--- src/rtl/rom_arb_pkg.sv ---
// Shared types and constants for the instruction-ROM port arbiter.
package rom_arb_pkg;
   typedef enum logic [1:0] {
      OWNER_IDLE = 2'd0,
      OWNER_IF   = 2'd1,
      OWNER_LS   = 2'd2
   } owner_t;

   localparam int unsigned ROM_WORD_W = 32;
   localparam int unsigned BYTE_SHIFT = 2;
endpackage

--- src/rtl/rom_port_arbiter_if.sv ---
// Requester handshakes and ROM port of the IF/LS instruction-ROM arbiter.
interface rom_port_arbiter_if #(
   parameter int unsigned ADDR_W = 32
);
   import rom_arb_pkg::*;

   logic                  if_req_valid;
   logic [ADDR_W-1:0]     if_req_addr;
   logic                  if_req_ready;
   logic                  if_rsp_valid;
   logic [ROM_WORD_W-1:0] if_rsp_data;

   logic                  ls_req_valid;
   logic [ADDR_W-1:0]     ls_req_addr;
   logic                  ls_req_ready;
   logic                  ls_rsp_valid;
   logic [ROM_WORD_W-1:0] ls_rsp_data;

   logic [31:0]           rom_addr;
   logic [ROM_WORD_W-1:0] rom_r_data;

   modport slave (
      input  if_req_valid, if_req_addr, ls_req_valid, ls_req_addr, rom_r_data,
      output if_req_ready, if_rsp_valid, if_rsp_data,
      output ls_req_ready, ls_rsp_valid, ls_rsp_data, rom_addr
   );

   modport master (
      output if_req_valid, if_req_addr, ls_req_valid, ls_req_addr, rom_r_data,
      input  if_req_ready, if_rsp_valid, if_rsp_data,
      input  ls_req_ready, ls_rsp_valid, ls_rsp_data, rom_addr
   );
endinterface

--- src/rtl/rom_arb_grant.sv ---
// Grant logic: LS over IF with a starvation guard, or round-robin on conflict
// when ROM_ARB_RR_EN is defined.
module rom_arb_grant #(
   parameter int unsigned STARVE_MAX = 4
) (
   input  logic clock,
   input  logic reset,
   input  logic if_valid,
   input  logic ls_valid,
   output logic grant_if,
   output logic grant_ls
);
   logic if_wins;

`ifdef ROM_ARB_RR_EN
   // last_ls = 0 means IF won last, so LS takes the first conflict after reset
   logic last_ls;

   assign if_wins = last_ls;

   always_ff @(posedge clock or posedge reset) begin
      if (reset)         last_ls <= 1'b0;
      else if (grant_if) last_ls <= 1'b0;
      else if (grant_ls) last_ls <= 1'b1;
   end
`else
   localparam logic [3:0] STARVE_LIM = 4'(STARVE_MAX);
   logic [3:0] starve_cnt;

   assign if_wins = (starve_cnt == STARVE_LIM);

   always_ff @(posedge clock or posedge reset) begin
      if (reset)
         starve_cnt <= '0;
      else if (if_valid && !grant_if)
         starve_cnt <= (starve_cnt == STARVE_LIM) ? STARVE_LIM : starve_cnt + 4'd1;
      else
         starve_cnt <= '0;
   end
`endif

   assign grant_if = if_valid & (~ls_valid | if_wins);
   assign grant_ls = ls_valid & ~grant_if;
endmodule

--- src/rtl/rom_port_arbiter.sv ---
// Shares one synchronous-read ROM between IF and LS; responses return one cycle
// after the grant. Optional round-robin arbitration via ROM_ARB_RR_EN.
module rom_port_arbiter
   import rom_arb_pkg::*;
#(
   parameter int unsigned ADDR_W     = 32,
   parameter int unsigned STARVE_MAX = 4,
   parameter int unsigned BYTE_ADDR  = 1
) (
   input  logic                clock,
   input  logic                reset,
   rom_port_arbiter_if.slave   bus
);
   logic              grant_if;
   logic              grant_ls;
   logic [ADDR_W-1:0] sel_addr;
   logic [ADDR_W-1:0] word_addr;
   logic [31:0]       grant_addr;
   logic [31:0]       addr_shadow;
   owner_t            owner;

   rom_arb_grant #(
      .STARVE_MAX(STARVE_MAX)
   ) u_grant (
      .clock    (clock),
      .reset    (reset),
      .if_valid (bus.if_req_valid),
      .ls_valid (bus.ls_req_valid),
      .grant_if (grant_if),
      .grant_ls (grant_ls)
   );

   assign bus.if_req_ready = grant_if;
   assign bus.ls_req_ready = grant_ls;

   always_comb begin
      sel_addr   = grant_ls ? bus.ls_req_addr : bus.if_req_addr;
      word_addr  = (BYTE_ADDR != 0) ? (sel_addr >> BYTE_SHIFT) : sel_addr;
      grant_addr = 32'(word_addr);
   end

   // Without a grant the ROM keeps seeing the last address; its data is unowned
   assign bus.rom_addr = (grant_if | grant_ls) ? grant_addr : addr_shadow;

   always_ff @(posedge clock or posedge reset) begin
      if (reset) begin
         owner       <= OWNER_IDLE;
         addr_shadow <= '0;
      end else begin
         if (grant_if)      owner <= OWNER_IF;
         else if (grant_ls) owner <= OWNER_LS;
         else               owner <= OWNER_IDLE;
         if (grant_if | grant_ls) addr_shadow <= grant_addr;
      end
   end

   always_comb begin
      bus.if_rsp_valid = (owner == OWNER_IF);
      bus.ls_rsp_valid = (owner == OWNER_LS);
      bus.if_rsp_data  = bus.if_rsp_valid ? bus.rom_r_data : '0;
      bus.ls_rsp_data  = bus.ls_rsp_valid ? bus.rom_r_data : '0;
   end
endmodule

--- src/flat_wrapper.sv ---
// flat-port wrapper written by rule: the top's interface ports become plain ports
module rom_port_arbiter_flat import rom_arb_pkg::*;
#(
   parameter int unsigned ADDR_W     = 32,
   parameter int unsigned STARVE_MAX = 4,
   parameter int unsigned BYTE_ADDR  = 1
)
  (clock, reset, bus_if_req_valid, bus_if_req_addr, bus_ls_req_valid, bus_ls_req_addr, bus_rom_r_data, bus_if_req_ready, bus_if_rsp_valid, bus_if_rsp_data, bus_ls_req_ready, bus_ls_rsp_valid, bus_ls_rsp_data, bus_rom_addr);
  rom_port_arbiter_if #(.ADDR_W(ADDR_W)) bus_i ();
  input  logic clock;
  input  logic reset;
  input wire logic [$bits(bus_i.if_req_valid)-1:0] bus_if_req_valid;
  input wire logic [$bits(bus_i.if_req_addr)-1:0] bus_if_req_addr;
  input wire logic [$bits(bus_i.ls_req_valid)-1:0] bus_ls_req_valid;
  input wire logic [$bits(bus_i.ls_req_addr)-1:0] bus_ls_req_addr;
  input wire logic [$bits(bus_i.rom_r_data)-1:0] bus_rom_r_data;
  output wire logic [$bits(bus_i.if_req_ready)-1:0] bus_if_req_ready;
  output wire logic [$bits(bus_i.if_rsp_valid)-1:0] bus_if_rsp_valid;
  output wire logic [$bits(bus_i.if_rsp_data)-1:0] bus_if_rsp_data;
  output wire logic [$bits(bus_i.ls_req_ready)-1:0] bus_ls_req_ready;
  output wire logic [$bits(bus_i.ls_rsp_valid)-1:0] bus_ls_rsp_valid;
  output wire logic [$bits(bus_i.ls_rsp_data)-1:0] bus_ls_rsp_data;
  output wire logic [$bits(bus_i.rom_addr)-1:0] bus_rom_addr;
  assign bus_i.if_req_valid = bus_if_req_valid;
  assign bus_i.if_req_addr = bus_if_req_addr;
  assign bus_i.ls_req_valid = bus_ls_req_valid;
  assign bus_i.ls_req_addr = bus_ls_req_addr;
  assign bus_i.rom_r_data = bus_rom_r_data;
  assign bus_if_req_ready = bus_i.if_req_ready;
  assign bus_if_rsp_valid = bus_i.if_rsp_valid;
  assign bus_if_rsp_data = bus_i.if_rsp_data;
  assign bus_ls_req_ready = bus_i.ls_req_ready;
  assign bus_ls_rsp_valid = bus_i.ls_rsp_valid;
  assign bus_ls_rsp_data = bus_i.ls_rsp_data;
  assign bus_rom_addr = bus_i.rom_addr;
  rom_port_arbiter #(.ADDR_W(ADDR_W), .STARVE_MAX(STARVE_MAX), .BYTE_ADDR(BYTE_ADDR)) u_core (.clock(clock), .reset(reset), .bus(bus_i));
endmodule
--- config.mk ---
export PLATFORM = sky130hd
export DESIGN_NAME = rom_port_arbiter_flat
export DESIGN_NICKNAME = d
export VERILOG_FILES = /design/src/rtl/rom_arb_pkg.sv /design/src/rtl/rom_port_arbiter_if.sv /design/src/rtl/rom_arb_grant.sv /design/src/rtl/rom_port_arbiter.sv /design/src/flat_wrapper.sv
export SDC_FILE = /design/constraint.sdc
export NUM_CORES = 1
export LEC_CHECK = 0
export BUFFER_PORTS_ARGS = -buffer_cell sky130_fd_sc_hd__buf_2
export CORE_AREA = 2 2 90 66
export CTS_CLUSTER_SIZE = 28
export DETAILED_ROUTE_END_ITERATION = 16
export DIE_AREA = 0 0 92 68
export PLACE_DENSITY = 0.89
export SYNTH_ARGS = -nofsm -noshare
export SYNTH_HDL_FRONTEND = slang
export SYNTH_SLANG_ARGS = --single-unit
--- constraint.sdc ---
create_clock -name clock -period 4.2 [get_ports clock]
set_input_delay 0.42 -clock clock [delete_from_list [all_inputs] [get_ports clock]]
set_output_delay 0.42 -clock clock [all_outputs]
set_load 0.01 [all_outputs]
## Yosys cells after proc, flatten, opt, wreduce, memory -nomap -nowiden

Index checks and enable logic that the tools add are counted.

| cells by class | value |
|---|---|
| $mul | 0 |
| muxes and demuxes | 8 |
| reduce and logical (&&, ||, !) cells | 2 |
| divide/modulo/power cells | 0 |
| shifts and indexed selects | 0 |
| bitwise gates (word level) | 6 |
| equal/unequal tests | 3 |
| magnitude comparators | 0 |
| add/subtract/negate cells | 1 |

Operators by type and width:

| operator | count |
|---|---|
| $mux 32 | 4 |
| $mux 4 | 2 |
| $add 4x1->4 const B | 1 |
| $eq 4x3->1 const B | 1 |
| $mux 2 | 2 |
| $and 1x1->1 | 2 |
| $eq 2x1->1 const B | 1 |
| $eq 2x2->1 const B | 1 |
| $not 1->1 | 2 |
| $or 1x1->1 | 2 |
| $logic_and 1x1->1 | 1 |
| $logic_not 1->1 | 1 |

| word-level totals | value |
|---|---|
| ROM bits | 0 |
| output and inout bits | 100 |
| bits in registers | 38 |
| memories | 0 |
| word-level logic and storage cells | 23 |
| RAM bits | 0 |
| input bits | 100 |
| bits in latches | 0 |

## Logic depth before layout (Yosys ltp)

Gate-level depths: netlist of run 1.

| depth | value |
|---|---|
| depth in word-level cells | 7 |
| depth in mapped cells | 6 |
| depth with buffers taken out | 5 |

## Hierarchy

Synthesis of run 1 repeated with hierarchy kept, for this count alone.

| second synthesis, totals | value |
|---|---|
| cell total of the unflattened synthesis | 233 |
| area total of the unflattened synthesis | 2207.1 um^2 |

Modules (own cells, without submodules):

| module | cells each | area each (um^2) | instances | sequential area each (um^2) |
|---|---|---|---|---|
| rom_port_arbiter | 211 | 1995.7 | 1 | 850.8 |
| rom_arb_grant | 22 | 211.5 | 1 | 100.1 |

## Least setup slack after synthesis of run 1

Ideal clock, no wire load.

| path | value |
|---|---|
| path type | reg2out |
| from | register u_core.u_grant.starve_cnt[0] |
| to | output bus_rom_addr[21] |
| buffers on the path | 1 |
| slack | 2.380 ns |
| data required time | 3.780 ns |
| cell stages (with the launch flop) | 7 |
| arrival time | 1.400 ns |
| cell sequence | dfrtp_1 > inv_1 > ha_1 > nand3b_4 > o21a_4 > buf_6 > a221o_1 |

| on the way | value |
|---|---|
| longest elaborated chain between the ends | 7 |
| elaborated cells between the ends (all ways) | 8 |
| classes of those cells | eq/ne: 1; mux: 2; bitwise: 5 |

Ends and longest elaborated chain:

| item | line | RTL |
|---|---|---|
| start: declaration | rom_arb_grant.sv:28 | `logic [3:0] starve_cnt;` |
| start signal: assignment | rom_arb_grant.sv:36 | `starve_cnt <= (starve_cnt == STARVE_LIM) ? STARVE_LIM : starve_cnt + 4'd1;` |
| $eq 4x3->1 (*) | rom_arb_grant.sv:30 | `assign if_wins = (starve_cnt == STARVE_LIM);` |
| $or 1x1->1 (*) | rom_arb_grant.sv:42 | `assign grant_if = if_valid & (~ls_valid \| if_wins);` |
| $and 1x1->1 (*) | rom_arb_grant.sv:42 |  |
| $not 1->1 (*) | rom_arb_grant.sv:43 | `assign grant_ls = ls_valid & ~grant_if;` |
| $and 1x1->1 (*) | rom_arb_grant.sv:43 |  |
| via bus_ls_req_ready | flat_wrapper.sv:20 | `output wire logic [$bits(bus_i.ls_req_ready)-1:0] bus_ls_req_ready;` |
| $mux 32 or $or 1x1->1 (tied branches) | rom_port_arbiter.sv:37, rom_port_arbiter.sv:43 |  |
| $mux 32 (*) | rom_port_arbiter.sv:43 | `assign bus.rom_addr = (grant_if \| grant_ls) ? grant_addr : addr_shadow;` |
| end: declaration | flat_wrapper.sv:23 | `output wire logic [$bits(bus_i.rom_addr)-1:0] bus_rom_addr;` |

Mark *: on every way through the listed nets, which the timed path passes. The rest lies on a longest branch.

## Worst setup path after layout of run 1

| path | value |
|---|---|
| from | register u_core.u_grant.starve_cnt[0] |
| to | output bus_rom_addr[4] |

| on the way | value |
|---|---|
| longest elaborated chain between the ends | 7 |
| elaborated cells between the ends (all ways) | 8 |
| classes of those cells | eq/ne: 1; mux: 2; bitwise: 5 |

Ends and longest elaborated chain:

| item | line |
|---|---|
| $eq 4x3->1 (*) | rom_arb_grant.sv:30 |
| $or 1x1->1 (*) | rom_arb_grant.sv:42 |
| $and 1x1->1 (*) | rom_arb_grant.sv:42 |
| $not 1->1 | rom_arb_grant.sv:43 |
| $and 1x1->1 | rom_arb_grant.sv:43 |
| $mux 32 or $or 1x1->1 (tied branches) | rom_port_arbiter.sv:37, rom_port_arbiter.sv:43 |
| $mux 32 (*) | rom_port_arbiter.sv:43 |

Every way passes the cells marked *; elsewhere a longest branch is shown, timed or not.

==> metrics.md, run 1 <==
| Metric | Value |
|---|---|
| Outcome | finished, final reports clean |
| CTS tree | built |
| Hold Vio Cnt, Final | 0 |
| Area leader, netlist | dfrtp_1 |
| WL final | approximately 6100 um |
| First-pass GRT wire length | slightly above 9000 um |
| Final instance area | 0.00320 mm2 |
| Cts repair resizes | 0 |
| Number of global-route vias before repair | 1953 |
| Setup TNS | 0 ps |
| Pin count of the biggest net entering global routing | 39 |
| Post-CTS Setup Inserts | 0 |
| Number of diodes | 0 |
| Placer Congestion | about 0.79 |
| Setup violators final | 0 |
| Critical path class | reg2out |
| Pre-antenna DRT Iters | 6 |
| CTS clk-pin slew, worst paths | 60 ps |
| ANT nets after route | 0 |
| Top Ports | 200 |
| Post-Syn Area | 0.00210 mm2 |
| Detailed route wirelength on metal3 | a little over 500 um |
| Fin nets | 494 |
| Synth cell types | 18 |
| VDD IR max | 196 uV |
| Leakage power figure | 1.87 nW |
| Most frequent cells in the layout | buf_2 (195), and2_1 (97), dfrtp_1 (38), a221o_1 (30), clkbuf_8 (6) |
| Vias per cell | 4.70 |
| Layout cells sized above 1 | 53.5% |
| Routed via count | 2188 |
| DRT iter0 DRCs | 72 |
| Critical Path RT | 3780 ps |
| Core ar. | 0.00547 mm2 |
| Final Util | 58.6% |
| Worst clock skew | 1.37 ps |
| Commonest non-fill, non-tap cell in the layout | buf_2 |
| WL met2 | 3050 um |
| Pins Over Slew Limit | 0 |
| GR Util All Layers | 18.3% |
| Post-synthesis sequential area ratio | 45.4% |
| CTS Buffer Depth | 2 |
| Met1 Wirelength | 2480 um |
| Synth warnings | 0 |
| Row count | 23 |
| Crit path DAT | between 2000 and 2500 ps |
| Worst-Margin Slew | roughly 770 ps |
| Path type of the worst min-delay path | in2async |
| Clock Power Share | approximately 27% |
| Final non-filler cell total | approximately 470 |
| Achievable Freq | 366 MHz |
| Starting Density | 38.3% |
| # port buffers | around 200 |
| Grt ovf | 0 |
| Layout Area Growth over Synthesis | 52.8% |
| Placed cells | between 400 and 500 |
| Crit Path Max Fanout | 20 |
| Synth top area share | 45.4% |
| Width of the chip | 92 um |
| Initial antenna violation count | 0 |
| Drt wl/cell | 13.2 um |
| CTS H-tree lvls | 2 |
| Max-cap check violation count | 0 |
| RSZ-0062 raised after global routing | false |
| Final period utilization | 65.1% |
| Syn_nets | 302 |
| Worst rel slew slack | between 40% and 50% |
| Gate Count Post-Synth | 200 |
| DR DRC count | 0 |
| Startpoint Class | flop |
| PwrDens | between 200 and 300 mW/mm2 |
| Clock Root Buffer | clkbuf_8 |
| Sw Share | 26.5% |
| Placed wire-length estimate | 4880 um |
| Synth area leaders | dfrtp_1 (45%), and2_1 (29%), a221o_1 (14%), clkbuf_1 (1.6%), buf_6 (1.6%) |
| Pre-CTS setup slack | around 1800 ps |
| Worst setup EP type | output port |
| Comb pwr share | 26.4% |
| Seq pwr share | 46.5% |
| CTS Buf Count | 5 |
| Synthesized area per cell | between 10 and 15 um2 |
| Int Pwr | 0.633 mW |
| Clock Sinks | 38 |
| Die Height | 68 um |
| Post-layout min period | roughly 2700 ps |
| Sw Pwr | 0.229 mW |
| Hold_buf cts | 0 |
| PnR worst setup slack | 1460 ps |
| Die ar. | 0.00626 mm2 |
| Worst-Skew Late Latency | 270 ps |
| Top Layer Used | met4 |
| Area post-placement | 0.00312 mm2 |
| Synth Register Bits | 38 |
==> per-layer routing <==
layer,vias up,global-route usage (%)
met2,116,34.5
met4,0,6.34
met3,6,3.63
li1,1072,-
met5,-,0
met1,994,21.2
==> kinds of logic (layout without fill, tap and decap cells) <==
kind of cell	Yosys count	count (layout)	share of synthesized area, %
and+or+nand+nor	106	106	32.1
adders and majority gates	2	2	1.19
DFF	38	38	45.4
AOI/OAI and AO/OA	33	33	15.8
xor gates and xnor gates	2	2	0.836
buffers and inverters	19	210	4.66
==> worst max-delay path, stage by stage, from the launching register on <==
cell and delay [ps]:
dfrtp_1 400, inv_1 70, ha_1 190, nand3b_4 100
a21oi_2 500, buf_4 360, a221o_1 240, buf_2 160
==> layout make-up <==
| cell class | instances | area, um2 |
|---|---|---|
| Fill cell | 467 | 2260 |
| Multi-Input combinational cell | 143 | 1050 |
| Timing Repair Buffer | 200 | 1010 |
| Sequential cell | 38 | 951 |
| Tap cell | 75 | 93.8 |
| Clock buffer | 6 | 82.6 |
| Inverter | 4 | 15.0 |
==> cells in the mapped netlist, drive strengths merged <==
| master | instances |
|---|---|
| nand3 | 1 |
| ha | 2 |
| nor2 | 1 |
| a221o | 30 |
| dfrtp | 38 |
| nand3b | 1 |
| a21oi | 1 |
| and3 | 4 |
| buf | 6 |
| and2 | 97 |
| o21a | 2 |
| xor2 | 1 |
| inv | 4 |
| nor2b | 2 |
| xnor2 | 1 |
| clkbuf | 9 |
==> power by group through the flow <==
stage          combinational, mW  clock, mW  sequential, mW
2_1_floorplan              0.120          0           0.405
3_3_place_gp               0.223          0           0.406
3_5_place_dp               0.229          0           0.407
4_1_cts                    0.230      0.241           0.400
5_1_grt                    0.252      0.254           0.403
6_report                   0.227      0.234           0.400
==> through the flow <==
stage                     power, mW  hold WS (ps)
after CTS                     0.871           255
after global routing          0.908           290
after detailed placement      0.636           465
after floorplan               0.525           516
after global placement        0.629           462
final                         0.862           242
==> state kept, by name (all words and copies together), names as in the netlist <==
register                   count
u_core.u_grant.starve_cnt      4
u_core.owner                   2
u_core.addr_shadow            32
==> worst paths after layout <==
check                                              from                     end  slack (ps)  cells past startpoint
max                        u_core.u_grant.starve_cnt[0]         bus_rom_addr[4]        1460                      7
min                                               reset   u_core.addr_shadow[9]         240                      3
max reg2reg                u_core.u_grant.starve_cnt[0]   u_core.addr_shadow[4]        2240                      6
min reg2reg                      u_core.addr_shadow[30]  u_core.addr_shadow[30]         480                      1
max in group asynchronous                         reset  u_core.addr_shadow[24]        3640                      3
min in group clock                  bus_ls_req_addr[15]  u_core.addr_shadow[13]         400                      2
No activity file was read; power rests on OpenSTA's default activity.
==> run 2, diff against run 1 <==
- CORE_AREA: 2 2 90 66 -> 2 2 99 72
- DIE_AREA: 0 0 92 68 -> 0 0 101 74
- PLACE_DENSITY: 0.89 -> 0.79
- clock period: 4.2 -> 2.5 ns (I/O delays scaled with it)
==> run 2 against run 1 <==
  * Largest power group unchanged
  * Cell count increased by 1.9%
  * Critical path depth shrank 1
  * Cell area grew 1.1%
  * Die area up 19%
  * Power increased by 72%
  * Global-route usage is 2.7 points lower
  * Clock skew increased by 4.5 ps
  * First-iteration DRC count is 24% higher
  * Sequential cell count unchanged
  * Sequential power rose by 68%
  * Register-to-register slack worse by 1300 ps
  * Worst hold slack worse by 180 ps
==> metrics.md, run 2 (synthesis gave the netlist of run 1 again) <==
| Metric | Value |
|---|---|
| Worst-Skew Late Latency | 280 ps (was 270 ps) |
| Cts repair resizes | 0 (unchanged) |
| Crit Path Max Fanout | 31 (was 20) |
| Clock Root Buffer | clkbuf_8 (unchanged) |
| Worst clock skew | 5.92 ps (was 1.37 ps) |
| WL final | 6440 um (was 6140 um) |
| Max FFs per register | 32 (unchanged) |
| CTS Buffer Depth | 2 (unchanged) |
| ANT nets after route | 0 (unchanged) |
| Register Area | 951 um2 (unchanged) |
| DRT iter0 DRCs | 89 (was 72) |
| Grt ovf | 0 (unchanged) |
| Leakage power figure | 1.88 nW (was 1.87 nW) |
| Path type of the worst min-delay path | in2async (unchanged) |
| Layout cells sized above 1 | 53.6% (was 53.5%) |
| Starting Density | 31.9% (was 38.3%) |
| Filler Cell Count | 604 (was 467) |
| Biggest register | u_core.addr_shadow (unchanged) |
| Fin nets | 495 (was 494) |
| Drt wl/cell | 13.5 um (was 13.2 um) |
| Die ar. | 0.00747 mm2 (was 0.00626 mm2) |
| Pin count of the biggest net entering global routing | 39 (unchanged) |
| Commonest non-fill, non-tap cell in the layout | buf_2 (unchanged) |
| RSZ-0062 raised after global routing | false (unchanged) |
| Area post-placement | 0.00315 mm2 (was 0.00312 mm2) |
| Post-CTS Setup Inserts | 0 (unchanged) |
| Placed wire-length estimate | 5140 um (was 4880 um) |
| Worst-Margin Slew | 480 ps (was 772 ps) |
| Most frequent cells in the layout | buf_2 (195), and2_1 (97), dfrtp_1 (38), a221o_1 (30), clkbuf_8 (6) (unchanged) |
| Pins Over Slew Limit | 0 (unchanged) |
| Startpoint Class | flop (unchanged) |
| Top Ports | 200 (unchanged) |
| First-pass GRT wire length | 9040 um (was 9080 um) |
| Routed via count | 2211 (was 2188) |
| Achievable Freq | 467 MHz |
| Number of global-route vias before repair | 1960 (was 1953) |
| Layout Area Growth over Synthesis | 54.6% (was 52.8%) |
| Final instance area | 0.00324 mm2 (was 0.00320 mm2) |
| # port buffers | 195 (unchanged) |
| Placer Congestion | 0.740 (was 0.792) |
| CTS H-tree lvls | 2 (unchanged) |
| Setup violators final | 0 (unchanged) |
| Outcome | finished, final reports clean (unchanged) |
| Setup TNS | 0 ps (unchanged) |
| Hold_buf cts | 0 (unchanged) |
| Crit path DAT | 1890 ps (was 2320 ps) |
| Critical Path RT | 2250 ps (was 3780 ps) |
| CTS clk-pin slew, worst paths | 70 ps (was 60 ps) |
| Clock Sinks | 38 (unchanged) |
| VDD IR max | 329 uV (was 196 uV) |
| Most used routing layer | met2 (unchanged) |
| Number of diodes | 0 (unchanged) |
| Placed cells | 467 (was 460) |
| CTS Buf Count | 5 (unchanged) |
| Final period utilization | approximately 86% |
| Multi-input logic area | 0.00105 mm2 (unchanged) |
| Vias per cell | 4.65 (was 4.70) |
| Largest registers | u_core.addr_shadow: 32 flops, u_core.u_grant.starve_cnt: 4 flops, u_core.owner: 2 flops (unchanged) |
| Hold Vio Cnt, Final | 0 (unchanged) |
| Worst setup EP type | output port (unchanged) |
| Width of the chip | 101 um (was 92 um) |
| Initial antenna violation count | 0 (unchanged) |
| Core ar. | 0.00657 mm2 (was 0.00547 mm2) |
| Die Height | 74 um (was 68 um) |
| Max-cap check violation count | 0 (unchanged) |
| Final non-filler cell total | 475 (was 466) |
| PwrDens | 458 mW/mm2 (was 269 mW/mm2) |
| Row count | 25 (was 23) |
| Global Route met3 Usage | 3.67% (was 3.63%) |
| GR Util All Layers | 15.5% (was 18.3%) |
| CTS tree | built (unchanged) |
| Worst rel slew slack | 68.0% (was 48.3%) |
| Met2 Usage GRT | 28.4% (was 34.5%) |
| Pre-antenna DRT Iters | 4 (was 6) |
| GR met1 Demand/Resource | 18.6% (was 21.2%) |
| Post-layout min period | about 2100 ps |
| Critical path class | reg2out (unchanged) |
| DR DRC count | 0 (unchanged) |
[run 2: changes by cell type in the layout (fill, tap and decap cells not counted), sizes merged]
cell    before  now
clkbuf       6    7
clkinv       0    1
buf        200  201
[run 2: cell type report]
| class | count | area share (%) |
|---|---|---|
| clock buffer | 7 | 2.67 |
| clock inverter | 1 | 0.154 |
| inverter | 4 | 0.463 |
| multi-input combinational | 143 | 32.3 |
| sequential | 38 | 29.4 |
| tap | 81 | 3.13 |
| timing repair buffer | 201 | 31.9 |
[run 2: path summary, 6_finish.rpt]
check | startpoint | endpoint | slack (ps) | cells after the start
max | u_core.u_grant.starve_cnt[0] | bus_rom_addr[18] | 360 | 6
min | reset | u_core.u_grant.starve_cnt[2] | 70 | 3
max reg2reg | u_core.u_grant.starve_cnt[0] | u_core.addr_shadow[22] | 920 | 5
min reg2reg | u_core.addr_shadow[31] | u_core.addr_shadow[31] | 500 | 1
max in group asynchronous | reset | u_core.addr_shadow[13] | 2090 | 3
min in group clock | bus_ls_req_addr[5] | u_core.addr_shadow[3] | 210 | 2
[run 2: worst max-delay path, stage by stage (launching register included)]
cell      delay [ps]
dfrtp_1          400
inv_1             80
ha_1             180
nand3b_4         100
o21a_4           330
a221o_1          360
buf_2            150
[run 2: power breakdown]
part | total, mW | internal [mW] | switching [mW]
clock | 0.426 | 0.222 | 0.204
sequential | 0.673 | 0.662 | 0.0111
combinational | 0.386 | 0.192 | 0.194
total | 1.49 | 1.08 | 0.409
[run 2: through the flow]
step                      power (mW)  hold WS [ps]  setup slack [ps]  utilization (%)
final                           1.49          65.7               360             49.3
after CTS                       1.51          80.1               333             49.3
after floorplan                0.882           372               850                -
after global routing            1.57           121               258             49.3
after detailed placement        1.08           394               657             47.9
after global placement          1.06           385               687             47.9
[run 2: metal layers]
layer  wire length [um]  share of wire, %
met5                  0                 0
met4                 53              0.82
met3                531               8.3
met2               3230                50
met1               2620                41
==> run 3, diff against run 2 <==
- CORE_AREA: 2 2 99 72 -> 2 2 93 68
- DIE_AREA: 0 0 101 74 -> 0 0 95 70
- PLACE_DENSITY: 0.79 -> 0.84
- clock period: 2.5 -> 2.21 ns (I/O delays scaled with it)
==> run 3 against run 2 <==
  * Largest cell class unchanged
  * First-iteration DRC count down 20%
  * Global-route usage is 3.4 points higher
  * Largest power group unchanged
  * Highest routed layer unchanged
  * Sequential share of layout area decreased by 0.55 points
  * Combinational power grew 14%
  * Critical path type unchanged
  * Non-clock buffer count up 1
  * Worst setup slack got worse by 270 ps
==> metrics.md, run 3 (synthesis gave the netlist of run 1 again) <==
| Metric | Value |
|---|---|
| Setup TNS | 0 ps (unchanged) |
| Crit path DAT | 1900 ps (was 1890 ps) |
| Die ar. | 0.00665 mm2 (was 0.00747 mm2) |
| Layout cells sized above 1 | 54.0% (was 53.6%) |
| Path type of the worst min-delay path | in2async (unchanged) |
| Startpoint Class | flop (unchanged) |
| Hold Vio Cnt, Final | 0 (unchanged) |
| Post-layout min period | 2120 ps |
| Pre-antenna DRT Iters | 4 (unchanged) |
| VDD IR max | 449 uV (was 329 uV) |
| Routed via count | 2227 (was 2211) |
| Worst setup EP type | output port (unchanged) |
| Placed wire-length estimate | 5120 um (was 5140 um) |
| Pin count of the biggest net entering global routing | 39 (unchanged) |
| Max-cap check violation count | 0 (unchanged) |
| Critical R2R Launch | u_core.u_grant.starve_cnt[0] (unchanged) |
| Outcome | finished, final reports clean (unchanged) |
| Critical path class | reg2out (unchanged) |
| First-pass GRT wire length | 9840 um (was 9040 um) |
| Worst-Skew Late Latency | 290 ps (was 280 ps) |
| # port buffers | 195 (unchanged) |
| CTS H-tree lvls | 2 (unchanged) |
| R2r endpoint | u_core.addr_shadow[27] (was u_core.addr_shadow[22]) |
| Number of global-route vias before repair | 2035 (was 1960) |
| Drt wl/cell | 14.1 um (was 13.5 um) |
| CTS clk-pin slew, worst paths | 80 ps (was 70 ps) |
| Core ar. | 0.00592 mm2 (was 0.00657 mm2) |
| Commonest non-fill, non-tap cell in the layout | buf_2 (unchanged) |
| DR DRC count | 0 (unchanged) |
| Crit Path Max Fanout | 12 (was 31) |
| Largest registers | u_core.addr_shadow: 32 flops, u_core.u_grant.starve_cnt: 4 flops, u_core.owner: 2 flops (unchanged) |
| CTS Buf Count | 5 (unchanged) |
| Placer Congestion | 0.781 (was 0.740) |
| Setup violators final | 0 (unchanged) |
| Clock Sinks | 38 (unchanged) |
| Final period utilization | 95.9% |
| CTS tree | built (unchanged) |
| Pins Over Slew Limit | 0 (unchanged) |
| Worst-Margin Slew | 477 ps (was 480 ps) |
| Initial antenna violation count | 0 (unchanged) |
| Worst rel slew slack | 68.2% (was 68.0%) |
| PwrDens | 583 mW/mm2 (was 458 mW/mm2) |
| Vias per cell | 4.70 (was 4.65) |
| Leakage power figure | 1.91 nW (was 1.88 nW) |
| Top Ports | 200 (unchanged) |
| DRT iter0 DRCs | 71 (was 89) |
| GR Util All Layers | 18.9% (was 15.5%) |
| Worst Reg-to-Reg Cells | 6 (was 5) |
| Number of diodes | 0 (unchanged) |
| Biggest register | u_core.addr_shadow (unchanged) |
| CTS Buffer Depth | 2 (unchanged) |
| Achievable Freq | roughly 470 MHz |
| Grt ovf | 0 (unchanged) |
| Width of the chip | 95 um (was 101 um) |
| WL final | 6680 um (was 6440 um) |
| Critical Path RT | 1990 ps (was 2250 ps) |
| ANT nets after route | 0 (unchanged) |
| Worst clock skew | 5.77 ps (was 5.92 ps) |
| Layout Area Growth over Synthesis | 57.5% (was 54.6%) |
| Clock Root Buffer | clkbuf_8 (unchanged) |
| Starting Density | 35.4% (was 31.9%) |
| Max FFs per register | 32 (unchanged) |
| Die Height | 70 um (was 74 um) |
| Filler Cell Count | 528 (was 604) |
| Fin nets | 497 (was 495) |
| Row count | 24 (was 25) |
| Most frequent cells in the layout | buf_2 (195), and2_1 (97), dfrtp_1 (38), a221o_1 (30) (was buf_2 (195), and2_1 (97), dfrtp_1 (38), a221o_1 (30), clkbuf_8 (6)) |
| RSZ-0062 raised after global routing | false (unchanged) |
| Total power draw | 1.92 mW (was 1.49 mW) |
| Reg2reg setup slack | 620 ps (was 920 ps) |
run 3: final cells by class:
cell class,instances,area [um2],area share [%]
clock buffer,6,82.6,2.50
clock inverter,2,60.1,1.82
inverter,4,15.0,0.455
multi-input combinational,144,1060,32.2
sequential,38,951,28.8
tap,78,97.6,2.96
timing repair buffer,202,1030,31.3
run 3: repair_timing:
item / CTS / global route
endpoints found under the setup margin: 0 / 30
setup buffers: 0 / 0
hold endpoints to repair: 0 / 0
hold buffers: 0 / 0
resized for setup: 0 / 2
run 3: worst max-delay path by stage:
stage / cells after the start / slack, ps / startpoint / end
final: 7 / 90 / u_core.u_grant.starve_cnt[0] / bus_rom_addr[27]
after global routing: 7 / 4 / u_core.u_grant.starve_cnt[0] / bus_rom_addr[21]
after CTS: 6 / 40 / u_core.u_grant.starve_cnt[0] / bus_rom_addr[21]
after detailed placement: 6 / 370 / u_core.u_grant.starve_cnt[0] / bus_rom_addr[27]
after global placement: 6 / 440 / u_core.u_grant.starve_cnt[0] / bus_rom_addr[19]
after floorplan: 6 / 590 / u_core.u_grant.starve_cnt[0] / bus_rom_addr[21]
run 3: critical path: stages (launching register included):
cell	delay (ps)
dfrtp_1	380
inv_1	70
ha_1	230
nand3b_4	130
a21oi_2	80
buf_4	190
a221o_1	380
buf_2	150
run 3: report_power, final:
part / total [mW] / internal (mW) / switching [mW]
sequential: 0.761 / 0.749 / 0.0125
clock: 0.721 / 0.481 / 0.240
combinational: 0.441 / 0.218 / 0.222
total: 1.92 / 1.45 / 0.475
run 3: per-stage QoR:
stage | setup slack, ps | instances | cell area [um2] | util [%] | hold WS, ps
2_1_floorplan | 589 | 200 | 2100 | - | 343
3_3_place_gp | 435 | 465 | 3140 | 53.1 | 349
3_5_place_dp | 368 | 465 | 3140 | 53.1 | 357
4_1_cts | 36.0 | 473 | 3280 | 55.5 | 43.7
5_1_grt | 4.07 | 474 | 3300 | 55.8 | 78.4
6_report | 89.9 | 474 | 3300 | 55.8 | 28.4
run 3: per-layer routing:
layer | vias up | part of all wire (%) | GRT usage [%]
met5 | - | 0 | 0
met4 | 0 | 1.1 | 5.15
met3 | 7 | 9.2 | 4.10
met2 | 124 | 51 | 34.8
met1 | 1014 | 38 | 22.0
li1 | 1082 | - | -
